`config.mk`:
```
export PLATFORM = sky130hd
export DESIGN_NAME = rv_fetch_queue
export DESIGN_NICKNAME = d
export VERILOG_FILES = /design/src/rtl/rv_fetch_queue.sv
export SDC_FILE = /design/constraint.sdc
export NUM_CORES = 1
export LEC_CHECK = 0
export ABC_CLOCK_PERIOD_IN_PS = 4600
export CAP_MARGIN = 20
export CORE_ASPECT_RATIO = 1.2
export CORE_MARGIN = 2
export CORE_UTILIZATION = 50
export DETAILED_ROUTE_END_ITERATION = 10
export DONT_BUFFER_PORTS = 1
export HOLD_SLACK_MARGIN = 0.02
export MAX_ROUTING_LAYER = met4
export PLACE_DENSITY = 0.61
export SLEW_MARGIN = 20
export SYNTH_ARGS = -nofsm -noshare
export SYNTH_HDL_FRONTEND = slang
export SYNTH_SLANG_ARGS = --single-unit
```
`constraint.sdc`:
```
create_clock -name i_clk -period 4.6 [get_ports i_clk]
set_input_delay 0.46 -clock i_clk [delete_from_list [all_inputs] [get_ports i_clk]]
set_output_delay 0.46 -clock i_clk [all_outputs]
set_load 0.02 [all_outputs]
```
`src/rtl/rv_fetch_queue.sv`:
```
// rtl/rv_fetch_queue.sv - IF/ID instruction fetch queue with valid/ready handshakes and branch flush
// Circular buffer of {pc, pc+4, inst, misaligned}; head read combinationally, NOP shown when empty.
module rv_fetch_queue #(
  parameter int unsigned     XLEN      = 32,
  parameter int unsigned     ILEN      = 32,
  parameter int unsigned     DEPTH     = 4,
  parameter int unsigned     AFULL_LVL = DEPTH - 1,
  parameter logic [ILEN-1:0] NOP_INST  = 32'h0000_0013
) (
  input  logic                       i_clk,
  input  logic                       i_rst_n,
  input  logic                       i_flush,
  input  logic                       i_in_valid,
  output logic                       o_in_ready,
  input  logic [XLEN-1:0]            i_in_pc,
  input  logic [XLEN-1:0]            i_in_pc_plus4,
  input  logic [ILEN-1:0]            i_in_inst,
  input  logic                       i_in_misaligned,
  output logic                       o_out_valid,
  input  logic                       i_out_ready,
  output logic [XLEN-1:0]            o_out_pc,
  output logic [XLEN-1:0]            o_out_pc_plus4,
  output logic [ILEN-1:0]            o_out_inst,
  output logic                       o_out_misaligned,
  output logic [$clog2(DEPTH+1)-1:0] o_count,
  output logic                       o_afull
);

  localparam int unsigned     PW         = $clog2(DEPTH);
  localparam int unsigned     CW         = $clog2(DEPTH + 1);
  localparam logic [CW-1:0]   LP_FULL    = CW'(DEPTH);
  localparam logic [CW-1:0]   LP_AFULL   = CW'(AFULL_LVL);
  localparam logic [CW-1:0]   LP_CNT_ONE = CW'(1);
  localparam logic [PW-1:0]   LP_PTR_ONE = PW'(1);

  logic [XLEN-1:0]  r_pc_mem   [DEPTH];
  logic [XLEN-1:0]  r_pc4_mem  [DEPTH];
  logic [ILEN-1:0]  r_inst_mem [DEPTH];
  logic [DEPTH-1:0] r_mis_mem;

  logic [PW-1:0] r_wr_ptr;
  logic [PW-1:0] r_rd_ptr;
  logic [CW-1:0] r_count;

  logic w_full;
  logic w_empty;
  logic w_push;
  logic w_pop;

  // Readiness comes only from registered occupancy, so no out_ready -> in_ready path exists.
  assign w_full      = (r_count == LP_FULL);
  assign w_empty     = (r_count == '0);
  assign o_in_ready  = ~w_full;
  assign o_out_valid = ~w_empty;
  assign w_push      = i_in_valid & ~w_full & ~i_flush;
  assign w_pop       = ~w_empty & i_out_ready & ~i_flush;
  assign o_count     = r_count;
  assign o_afull     = (r_count >= LP_AFULL);

  always_ff @(posedge i_clk or negedge i_rst_n) begin
    if (!i_rst_n) begin
      r_wr_ptr <= '0;
      r_rd_ptr <= '0;
      r_count  <= '0;
    end else if (i_flush) begin
      r_wr_ptr <= '0;
      r_rd_ptr <= '0;
      r_count  <= '0;
    end else begin
      if (w_push) r_wr_ptr <= r_wr_ptr + LP_PTR_ONE;
      if (w_pop)  r_rd_ptr <= r_rd_ptr + LP_PTR_ONE;
      if (w_push && !w_pop)      r_count <= r_count + LP_CNT_ONE;
      else if (w_pop && !w_push) r_count <= r_count - LP_CNT_ONE;
    end
  end

  // Storage is never cleared; empty-state masking below hides stale entries after flush/reset.
  always_ff @(posedge i_clk) begin
    if (w_push) begin
      r_pc_mem[r_wr_ptr]   <= i_in_pc;
      r_pc4_mem[r_wr_ptr]  <= i_in_pc_plus4;
      r_inst_mem[r_wr_ptr] <= i_in_inst;
      r_mis_mem[r_wr_ptr]  <= i_in_misaligned;
    end
  end

  always_comb begin
    o_out_pc         = '0;
    o_out_pc_plus4   = '0;
    o_out_inst       = NOP_INST;
    o_out_misaligned = 1'b0;
    if (!w_empty) begin
      o_out_pc         = r_pc_mem[r_rd_ptr];
      o_out_pc_plus4   = r_pc4_mem[r_rd_ptr];
      o_out_inst       = r_inst_mem[r_rd_ptr];
      o_out_misaligned = r_mis_mem[r_rd_ptr];
    end
  end

  always @(posedge i_clk) begin
    if (i_rst_n) begin
      assert (r_count <= LP_FULL) else $error("fetch queue count above DEPTH");
      assert (!(w_push && !w_pop && w_full)) else $error("fetch queue overflow");
      assert (!(w_pop && !w_push && w_empty)) else $error("fetch queue underflow");
    end
  end

endmodule

```
==> out/summary.md, run 1 <==
- **status** finished, final reports clean
- **clock tree from TritonCTS** built
- **Nets** 853
- **layout cell share with drive strength beyond 1** 22.7%
- **most frequent cell after synthesis** sky130_fd_sc_hd__edfxtp_1
- **startpoint of the most critical register-to-register path** o_count[0]$_DFFE_PN0P_
- **Max Clk Rate** 314 MHz
- **GRT overflow** 0
- **Final Routed Wirelength** 28.3 mm
- **register bit total from synthesis** 395
- **length of the first detailed-routing pass in iterations** 5
- **slew margin rel.** 27.9%
- **number of buffers on the longest clock path** 3
- **total DRC errors in the routed layout** 0
- **via count of the first global-routing pass** 7,196
- **Reg2Reg Capture Point** r_pc_mem[1][30]$_DFFE_PP_
- **end point of the worst hold path** r_inst_mem[1][6]$_DFFE_PP_
- **clock latency on the worst-skew pair** 0.51 ns
- **leakage power** 5.48 nW
- **library cells used by synthesis** 35
- **final standard cell area without fillers** 0.0174 mm^2
- **top cell type's share of synthesized area** 76.8%
- **YS warnings** 0
- **number of antenna violations at the first check in global routing** 0
- **period utilization** 69.3%
- **r2r setup slk** 1.76 ns
- **number of placement rows** 69
- **commonest register cell after synthesis** sky130_fd_sc_hd__edfxtp_1
- **detail-routed net length per standard cell** 24.3 um
- **Max Cap Viol** 0
- **total global-route track usage** 18.5%
- **CTS sink count** 395
- **cell type contributing the most total cell area after synthesis** sky130_fd_sc_hd__edfxtp_1
- **Die Wd** 163 um
- **root cell of the clock tree** sky130_fd_sc_hd__clkbuf_16
- **worst hold path startpoint** i_in_inst[6]
- **unrepaired setup endpoints after global routing** false
- **Synth-to-Final Area Change** 14.7%
- **top cells by area, synth** sky130_fd_sc_hd__edfxtp_1 77%, sky130_fd_sc_hd__mux4_2 14%, sky130_fd_sc_hd__and2_1 4.1%
- **setup_tns** 0 ns
- **pin count of the biggest net entering global routing** 69
- **die height** 195 um
- **count of final setup violators** 0
- **top cells by count, synth** 388 x sky130_fd_sc_hd__edfxtp_1, 99 x sky130_fd_sc_hd__and2_1, 97 x sky130_fd_sc_hd__mux4_2
- **remaining antenna violation count** 0
- **Synth Instances** 680
- **HPWL after DPL** 16.3 mm
- **synthesized area** 0.0152 mm^2
- **number of design-rule violations left by the first detailed-router iteration** 358
- **clock transition at the registers of the reported paths** 0.06 ns
- **antenna cells** 0
- **instance count along the most critical hold path** 0
- **maximum ir drop on the vdd rail** 0.000410 V
- **cts bufs inserted** 39
- **Worst setup EP type** output port
- **Worst Setup Path Type** reg2out
- **DR vias/cell** 5.73
- **# H-tree levels** 2
- **PwrDens** 578 mW/mm^2
- **Placed Instance Area** 0.0156 mm^2
- **Post-synth EDFFs** 388
- **starting utilization of the core area** 51.0%
- **Layout fillers** 2,114
- **total I/O pin count** 205
- **wire length of the first global-routing pass** 42.4 mm
- **Hold Path Class** in2reg
- **crit path DAT** 2.73 ns
- **average cell area after synthesis** 22.3 um^2
- **actual transition at the worst max-transition pin** 1.08 ns
- **total core area** 0.0298 mm^2
- **part of the Yosys area used for sequential elements** 77.9%
- **Final Hold Violating Endpoints** 0
- **number of cells upsized or downsized after cts** 0
- **final slew viol count** 0
- **total power draw** 10.1 mW
- **post-route minimum period** 3.19 ns
- **final estimated routing congestion in global placement** 0.729
- **fraction of registers with async set/reset** 1.77%
- **sort of element at the start of the critical path** flop
- **worst reg-to-reg path cell count** 4
- **via count** 6,675
- **count of input and output buffers** 0
- **area of the die** 0.0318 mm^2
- **total nets after synthesis** 787
- **biggest fanout along the worst timing path** 68
- **data required time of the worst path** 4.14 ns
- **final clock skew** 0.0106 ns
## cells in the final DEF, fill, tap and decap left out, types with 2 or more instances in the layout
cell / count
sky130_fd_sc_hd__buf_12: 5
sky130_fd_sc_hd__nand3_1: 2
sky130_fd_sc_hd__dlygate4sd3_1: 53
sky130_fd_sc_hd__inv_1: 8
sky130_fd_sc_hd__a21oi_1: 2
sky130_fd_sc_hd__a21o_1: 2
sky130_fd_sc_hd__dfrtp_1: 5
sky130_fd_sc_hd__mux4_2: 97
sky130_fd_sc_hd__nor2_1: 7
sky130_fd_sc_hd__clkbuf_1: 5
sky130_fd_sc_hd__clkinvlp_4: 3
sky130_fd_sc_hd__and2_1: 95
sky130_fd_sc_hd__bufinv_16: 3
sky130_fd_sc_hd__buf_4: 5
sky130_fd_sc_hd__o31ai_1: 2
sky130_fd_sc_hd__clkinv_2: 9
sky130_fd_sc_hd__o21ai_0: 3
sky130_fd_sc_hd__clkbuf_16: 41
sky130_fd_sc_hd__xor2_1: 2
sky130_fd_sc_hd__edfxtp_1: 388
sky130_fd_sc_hd__dfrtp_4: 2
sky130_fd_sc_hd__clkinv_4: 2
sky130_fd_sc_hd__ha_1: 4
sky130_fd_sc_hd__or2_1: 3
sky130_fd_sc_hd__clkinv_1: 4
sky130_fd_sc_hd__and2_4: 4
## per-stage QoR
step	hold slack (ns)	instances	utilization (%)	setup WS [ns]
2_1_floorplan	0.164	680	-	0.779
3_3_place_gp	0.165	1042	52.5	1.88
3_5_place_dp	0.165	1042	52.5	1.78
4_1_cts	0.0200	1138	57.6	1.36
5_1_grt	0.0213	1164	58.5	1.20
6_report	0.0459	1164	58.5	1.41
## routing by layer
layer / share of wire [%] / routed length, um / GRT usage, %
met2: 54 / 15200 / 31.2
met5: 0 / 0 / -
met3: 7.1 / 2020 / 5.44
met1: 37 / 10500 / 21.4
met4: 2.3 / 659 / 5.67
## registers in the layout (all words and copies together), names as in the netlist
signal	flops
r_pc_mem	128
r_mis_mem	4
o_count	3
r_wr_ptr	2
r_inst_mem	128
r_rd_ptr	2
r_pc4_mem	128
## layout make-up
class / instances / area [um^2] / share of cell area (%)
clock buffer: 47 / 1060 / 6.08
inverter: 9 / 33.8 / 0.194
timing repair buffer: 63 / 668 / 3.84
sequential: 395 / 11800 / 67.9
multi-input combinational: 238 / 3130 / 18.0
tap: 390 / 488 / 2.80
clock inverter: 22 / 201 / 1.16
## how the worst max path moves through the flow
stage	start	to	slack [ns]	depth (start not counted)
floorplan	i_in_valid	r_inst_mem[0][0]$_DFFE_PP_	0.78	4
global placement	o_count[1]$_DFFE_PN0P_	r_pc4_mem[0][19]$_DFFE_PP_	1.88	4
detailed placement	o_count[1]$_DFFE_PN0P_	r_pc4_mem[2][15]$_DFFE_PP_	1.78	4
CTS	r_rd_ptr[1]$_DFFE_PN0P_	o_out_pc_plus4[26]	1.36	3
global route	o_count[1]$_DFFE_PN0P_	o_out_pc_plus4[11]	1.20	4
finish	r_rd_ptr[1]$_DFFE_PN0P_	o_out_pc_plus4[26]	1.41	3
## where the power goes
group | internal (mW) | switching, mW | leakage [nW]
sequential | 4.16 | 0.141 | 3.61
combinational | 0.981 | 1.72 | 1.25
clock | 1.82 | 1.25 | 0.617
total | 6.96 | 3.11 | 5.48
## kinds of logic after synthesis
logic type / share of synthesized area (%)
and+or+nand+nor: 4.65
muxes: 14.5
buffers and inverters: 1.51
adders and majority gates: 0.462
DFF: 77.9
AOI/OAI and AO/OA: 0.808
xor gates and xnor gates: 0.115
## repair_timing
| item | CTS | global route |
|---|---|---|
| endpoints found under the hold margin | 89 | 97 |
| hold buffers | 27 | 26 |
| setup buffers | 0 | 0 |
## worst max-delay path, cell delays in order, from the launching register on
cell and delay [ns]:
sky130_fd_sc_hd__dfrtp_4 1.14, sky130_fd_sc_hd__buf_4 0.44, sky130_fd_sc_hd__mux4_2 0.37, sky130_fd_sc_hd__and2_1 0.25
No activity file was read; power rests on OpenSTA's default activity.
==> run 2: changes to the inputs <==
Settings changed: ABC_CLOCK_PERIOD_IN_PS 4600 to 3200.
Clock period 4.6 ns to 3.2 ns, I/O delays scaled along.
==> run 2 against run 1 <==
Net effect: register-to-register slack lost 1.3 ns; count of clock-buffer cells in the layout increased by 4; routed wire length rose by 2.5%; worst hold slack gained 0.0083 ns; worst setup slack lost 1.1 ns; non-clock buffer count up 61; total power rose by 44%; critical path type unchanged; largest cell class unchanged; highest routed layer unchanged.
==> out/summary.md, run 2 (synthesis results as in run 1) <==
- **master of the slowest instance on the critical path** sky130_fd_sc_hd__dfrtp_1
- **post-CTS setup buffers** 0
- **end point of the worst hold path** o_count[0]$_DFFE_PN0P_
- **worst reg-to-reg path cell count** 7
- **maximum ir drop on the vdd rail** 0.000529 V
- **wire length of the first global-routing pass** 44.5 mm
- **clock transition at the registers of the reported paths** 0.06 ns
- **length of the first detailed-routing pass in iterations** 5
- **registers with the most flip-flops** r_inst_mem x128, r_pc4_mem x128, r_pc_mem x128
- **instance count along the most critical hold path** 2
- **total core area** 0.0298 mm^2
- **number of design-rule violations left by the first detailed-router iteration** 400
- **Die Wd** 163 um
- **Crit path buffers/inverters** 2
- **total global-route track usage** 19.3%
- **layout cell share with drive strength beyond 1** 22.2%
- **post-route minimum period** 2.86 ns
- **Worst setup EP type** output port
- **die height** 195 um
- **startpoint of the most critical register-to-register path** o_count[2]$_DFFE_PN0P_
- **via count** 6,905
- **DR vias/cell** 5.61
- **setup_tns** 0 ns
- **multi-input combinational cell area** 0.00313 mm^2
- **area of the die** 0.0318 mm^2
- **unrepaired setup endpoints after global routing** false
- **root cell of the clock tree** sky130_fd_sc_hd__clkbuf_16
- **Max Clk Rate** 350 MHz
- **period utilization** 89.3%
- **crit path DAT** 2.54 ns
- **# H-tree levels** 2
- **total DRC errors in the routed layout** 0
- **count of input and output buffers** 0
- **r2r setup slk** 0.47 ns
- **Hold Path Class** in2reg
- **total I/O pin count** 205
- **worst hold path startpoint** i_flush
- **final slew viol count** 0
- **CTS sink count** 395
- **maximum cell stage delay along the critical path** 0.68 ns
- **number of buffers on the longest clock path** 3
- **slew margin rel.** 52.1%
- **final estimated routing congestion in global placement** 0.809
- **Synth-to-Final Area Change** 18.8%
- **clock tree from TritonCTS** built
- **leakage power** 5.75 nW
- **Nets** 914
- **leading cell type in the layout, fill and taps excluded** sky130_fd_sc_hd__edfxtp_1
- **top library cells by usage in the layout, fill and taps aside** 388 x sky130_fd_sc_hd__edfxtp_1, 101 x sky130_fd_sc_hd__dlygate4sd3_1, 97 x sky130_fd_sc_hd__mux4_2, 95 x sky130_fd_sc_hd__and2_1, 40 x sky130_fd_sc_hd__clkbuf_16
- **starting utilization of the core area** 51.0%
- **area taken by flip-flops and latches** 0.0118 mm^2
- **count of final setup violators** 0
- **GRT overflow** 0
- **cell chain of the critical path** nor3_2 > inv_2 > buf_4 > and2_1
- **sort of element at the start of the critical path** flop
- **Layout fillers** 2,123
- **number of antenna violations at the first check in global routing** 2
- **family with the most delay on the worst path** buffers and inverters
- **Final Hold Violating Endpoints** 0
- **pin count of the biggest net entering global routing** 47
- **clock latency on the worst-skew pair** 0.53 ns
- **biggest fanout along the worst timing path** 38
- **HPWL after DPL** 17.9 mm
- **Max Cap Viol** 0
- **final standard cell utilization of the core** 60.6%
- **remaining antenna violation count** 0
- **PwrDens** 806 mW/mm^2
- **via count of the first global-routing pass** 7,546
- **status** finished, final reports clean
- **detail-routed net length per standard cell** 23.6 um
- **final clock skew** 0.0171 ns
- **number of placement rows** 69
- **Final Routed Wirelength** 29.0 mm
- **Reg2Reg Capture Point** o_count[2]$_DFFE_PN0P_
- **actual transition at the worst max-transition pin** 0.712 ns
- **Worst Setup Path Type** reg2out
- **cts bufs inserted** 39
- **data required time of the worst path** 2.88 ns
## run 2: power by group
part | internal [mW] | switching [mW]
clock network | 2.49 | 1.81
registers | 5.98 | 0.214
logic | 1.50 | 2.53
total | 9.98 | 4.55
## run 2: area by class of cell
class                   count  area share (%)
flip-flops and latches    395            65.6
clock inverters            21           0.937
well taps                 390            2.71
clock buffers              51            5.83
multi-input cells         238            17.4
repair buffers            124            7.33
diodes                      2          0.0278
inverters                   9           0.187
## run 2: routing by layer
| layer | wire (um) | track usage [%] |
|---|---|---|
| met1 | 11400 | 23.5 |
| met2 | 15300 | 32.7 |
| met3 | 1820 | 4.18 |
| met4 | 612 | 5.15 |
| met5 | 0 | - |
## run 2: worst max path at each step
stage                                      start                         end  cells after the start
after global routing      o_count[0]$_DFFE_PN0P_                o_out_pc[26]                      4
after global placement    o_count[1]$_DFFE_PN0P_   r_pc_mem[1][14]$_DFFE_PP_                      4
final                     o_count[0]$_DFFE_PN0P_                o_out_pc[26]                      4
after floorplan           o_count[2]$_DFFE_PN0P_  r_inst_mem[0][0]$_DFFE_PP_                      4
after detailed placement  o_count[1]$_DFFE_PN0P_   r_pc_mem[1][14]$_DFFE_PP_                      4
after CTS                 o_count[1]$_DFFE_PN0P_                o_out_pc[26]                      4
## run 2: stage by stage
stage                     cell area [um^2]  hold slack, ns  cells  power [mW]  setup WS (ns)
after floorplan                      15200          0.0244    680        9.50          0.466
after global placement               15800          0.0246   1055        10.2          0.717
after detailed placement             15800          0.0246   1055        10.3          0.605
after CTS                            18000          0.0473   1228        14.7          0.304
after global routing                 18000          0.0647   1230        15.1          0.152
final                                18000          0.0541   1230        14.5          0.344
## run 2: worst register-to-register path: stages (launching register included)
cell	delay [ns]
sky130_fd_sc_hd__dfrtp_1	0.64
sky130_fd_sc_hd__nor3b_1	0.47
sky130_fd_sc_hd__nor3_1	0.23
sky130_fd_sc_hd__and2_1	0.21
sky130_fd_sc_hd__fa_1	0.43
sky130_fd_sc_hd__and3b_1	0.23
sky130_fd_sc_hd__a311oi_1	0.28
sky130_fd_sc_hd__a211oi_1	0.09
## run 2: what timing repair did
action | 4_1_cts | 5_1_grt
hold endpoints to repair | 402 | 0
setup endpoints to repair | 0 | 0
resized for setup | 0 | 0
hold buffers | 101 | 0
==> run 3: changes to the inputs <==
Settings changed: ABC_AREA set to 1.
==> run 3 against run 2 <==
Net effect: via count rose by 37%; sequential share of layout area fell by 1.2 points; count of clock-buffer cells in the layout fell by 4; synthesized cell count rose by 78%; core utilization fell by 0.29 points; register-to-register slack improved by 0.49 ns; cell count rose by 42%; cell area rose by 1.8%; critical endpoint is now o_out_pc_plus4[12]; highest routed layer unchanged.
==> out/summary.md, run 3 <==
- **status** finished, final reports clean
- **Hold Path Class** in2reg
- **commonest register cell after synthesis** sky130_fd_sc_hd__edfxtp_1
- **top cells by area, synth** sky130_fd_sc_hd__edfxtp_1 75%, sky130_fd_sc_hd__nor2_1 9.5%, sky130_fd_sc_hd__o21ai_1 3.3%
- **number of buffers on the longest clock path** 3
- **total nets after synthesis** 1,315
- **GRT met3 Usage** 5.07%
- **clock tree from TritonCTS** built
- **r2r setup slk** 0.96 ns
- **cell type contributing the most total cell area after synthesis** sky130_fd_sc_hd__edfxtp_1
- **period utilization** 85.9%
- **top library cells by usage in the layout, fill and taps aside** 389 x sky130_fd_sc_hd__nor2_1, 388 x sky130_fd_sc_hd__edfxtp_1, 102 x sky130_fd_sc_hd__o21ai_1, 99 x sky130_fd_sc_hd__dlygate4sd3_1, 98 x sky130_fd_sc_hd__a21oi_1
- **Max Cap Viol** 0
- **logic gate share of total power** 30.6%
- **final estimated routing congestion in global placement** 0.808
- **clock transition at the registers of the reported paths** 0.06 ns
- **cts bufs inserted** 40
- **GRT overflow** 0
- **fraction of registers with async set/reset** 1.77%
- **starting utilization of the core area** 50.8%
- **final slew viol count** 0
- **DR vias/cell** 5.41
- **total core area** 0.0305 mm^2
- **HPWL after DPL** 17.9 mm
- **# H-tree levels** 2
- **total power draw** 15.3 mW
- **total DRC errors in the routed layout** 0
- **synthesized-area fraction occupied by and/or/nand/nor cells** 10.4%
- **synthesized area** 0.0155 mm^2
- **register bit total from synthesis** 395
- **final clock skew** 0.0148 ns
- **Max Clk Rate** 364 MHz
- **crit path DAT** 2.43 ns
- **Post-synth EDFFs** 388
- **Placed Instance Area** 0.0161 mm^2
- **main combinational cell family by area after synthesis** simple AND/OR/NAND/NOR gates
- **slew margin rel.** 51.3%
- **Die Wd** 165 um
- **total global-route track usage** 21.6%
- **via count of the first global-routing pass** 9,426
- **number of placement rows** 70
- **fraction of the mapped netlist area in compound gates** 9.68%
- **biggest fanout along the worst timing path** 54
- **remaining antenna violation count** 0
- **number of design-rule violations left by the first detailed-router iteration** 540
- **die height** 197 um
- **Worst setup EP type** output port
- **wire length of the first global-routing pass** 51.8 mm
- **registers with the most flip-flops** r_inst_mem x128, r_pc4_mem x128, r_pc_mem x128
- **hold slack final** 0.0665 ns
- **actual transition at the worst max-transition pin** 0.730 ns
- **unrepaired setup endpoints after global routing** false
- **total I/O pin count** 205
- **part of the Yosys area used for sequential elements** 76.4%
- **Worst Setup Path Type** reg2out
- **setup_tns** 0 ns
- **Layout fillers** 2,385
- **Synth Instances** 1,208
- **Switching Fraction** 35.6%
- **post-route minimum period** 2.75 ns
- **PwrDens** 835 mW/mm^2
- **root cell of the clock tree** sky130_fd_sc_hd__clkbuf_16
- **Final Routed Wirelength** 33.9 mm
- **via count** 9,459
- **most used routing layer in global routing** met2
- **Synth-to-Final Area Change** 18.7%
- **portion of netlist area occupied by mux cells** 0%
- **placed instance count** 1,576
- **count of final setup violators** 0
- **Global Route met1 Usage** 25.9%
- **Final Hold Violating Endpoints** 0
- **pin count of the biggest net entering global routing** 110
- **average cell area after synthesis** 12.8 um^2
- **area of the die** 0.0324 mm^2
- **xor/xnor share of the synthesized area** 0.0566%
- **clock latency on the worst-skew pair** 0.53 ns
- **Final Non-Filler Cells** 1,749
- **GR Util met2** 36.7%
- **internal power contribution** 9.87 mW
- **length of the first detailed-routing pass in iterations** 5
- **library cells used by synthesis** 26
- **final standard cell area without fillers** 0.0184 mm^2
- **layout cell share with drive strength beyond 1** 8.67%
- **YS warnings** 0
- **leakage power** 6.22 nW
- **top cells by count, synth** 393 x sky130_fd_sc_hd__nor2_1, 388 x sky130_fd_sc_hd__edfxtp_1, 102 x sky130_fd_sc_hd__o21ai_1
- **maximum ir drop on the vdd rail** 0.000572 V
- **sequential power share** 40.1%
- **CTS sink count** 395
- **most frequent cell after synthesis** sky130_fd_sc_hd__nor2_1
- **sort of element at the start of the critical path** flop
- **number of antenna violations at the first check in global routing** 3
- **Nets** 1,428
- **data required time of the worst path** 2.88 ns
- **count of input and output buffers** 0
- **Net Switching** 5.46 mW
- **detail-routed net length per standard cell** 19.4 um
- **share of power burned in the clock network** 29.4%
- **leading cell type in the layout, fill and taps excluded** sky130_fd_sc_hd__nor2_1
- **adder-cell area share of the yosys netlist** 0.453%
- **top cell type's share of synthesized area** 75.3%
## run 3: cell types whose count changed after synthesis, sizes merged, moves of 2 or more
cell / before / now
o311ai: 1 / 3
mux4: 97 / 0
nand2: 0 / 20
a21oi: 2 / 98
or2: 3 / 0
o31ai: 2 / 0
nor2: 7 / 395
a21o: 2 / 0
and2: 99 / 0
nor3: 2 / 0
buf: 20 / 41
inv: 9 / 17
clkbuf: 18 / 33
o21ai: 3 / 196
## run 3: metrics by stage
stage,worst slack [ns],utilization [%]
global route,0.387,60.3
global placement,1.01,52.8
CTS,0.445,60.2
detailed placement,0.962,52.8
finish,0.452,60.3
floorplan,-0.842,-
## run 3: logic make-up (layout without fill, tap and decap cells)
logic type / Yosys count / in the layout
AOI/OAI and AO/OA: 297 / 297
and+or+nand+nor: 419 / 419
DFF: 395 / 395
adders and majority gates: 5 / 5
xor gates and xnor gates: 1 / 1
buffers and inverters: 91 / 233
other: 0 / 3
## run 3: final cells by class
type                    instances  area, um^2  share of cell area (%)
clock inverters                24         214                    1.16
well taps                     396         495                    2.70
repair buffers                145        1470                    8.01
clock buffers                  47        1050                    5.71
diodes                          3        7.51                  0.0409
inverters                      17        73.8                   0.402
multi-input cells             722        3220                    17.5
flip-flops and latches        395       11800                    64.4
## run 3: layer usage
metal / wire length, um / part of all wire (%) / vias up
met3: 2230 / 6.6 / 49
met4: 632 / 1.9 / 0
met2: 17100 / 50 / 280
li1: - / - / 4520
met5: 0 / 0 / -
met1: 13900 / 41 / 4610
## run 3: path summary, 6_finish.rpt
kind | to | startpoint | cells past startpoint
hold / removal | r_rd_ptr[0]$_DFFE_PN0P_ | i_out_ready | 2
setup / recovery | o_out_pc_plus4[12] | o_count[2]$_DFFE_PN0P_ | 5
setup reg to reg | r_inst_mem[1][28]$_DFFE_PP_ | o_count[0]$_DFFE_PN0P_ | 7
min in group asynchronous | o_count[2]$_DFFE_PN0P_ | i_rst_n | 1
hold reg to reg | r_wr_ptr[1]$_DFFE_PN0P_ | r_wr_ptr[1]$_DFFE_PN0P_ | 2
max in group asynchronous | r_rd_ptr[0]$_DFFE_PN0P_ | i_rst_n | 1
## run 3: power by group through the flow
stage / Sequential, mW / Combinational (mW) / Clock, mW
final: 6.14 / 4.69 / 4.50
after global routing: 6.16 / 5.11 / 4.79
after CTS: 6.14 / 4.76 / 4.60
after detailed placement: 6.25 / 4.60 / 0
after global placement: 6.24 / 4.57 / 0
after floorplan: 6.24 / 3.34 / 0
## run 3: worst max-delay path: stages, from the launching register on
cell and delay [ns]:
sky130_fd_sc_hd__dfrtp_1 0.56, sky130_fd_sc_hd__inv_2 0.10, sky130_fd_sc_hd__nand2_4 0.19, sky130_fd_sc_hd__inv_4 0.18, sky130_fd_sc_hd__buf_12 0.23, sky130_fd_sc_hd__a21oi_1 0.54
## run 3: repair_timing
item	in CTS	in global routing
setup buffers	0	0
hold buffers	99	0
resized for setup	0	0
endpoints found under the hold margin	402	0
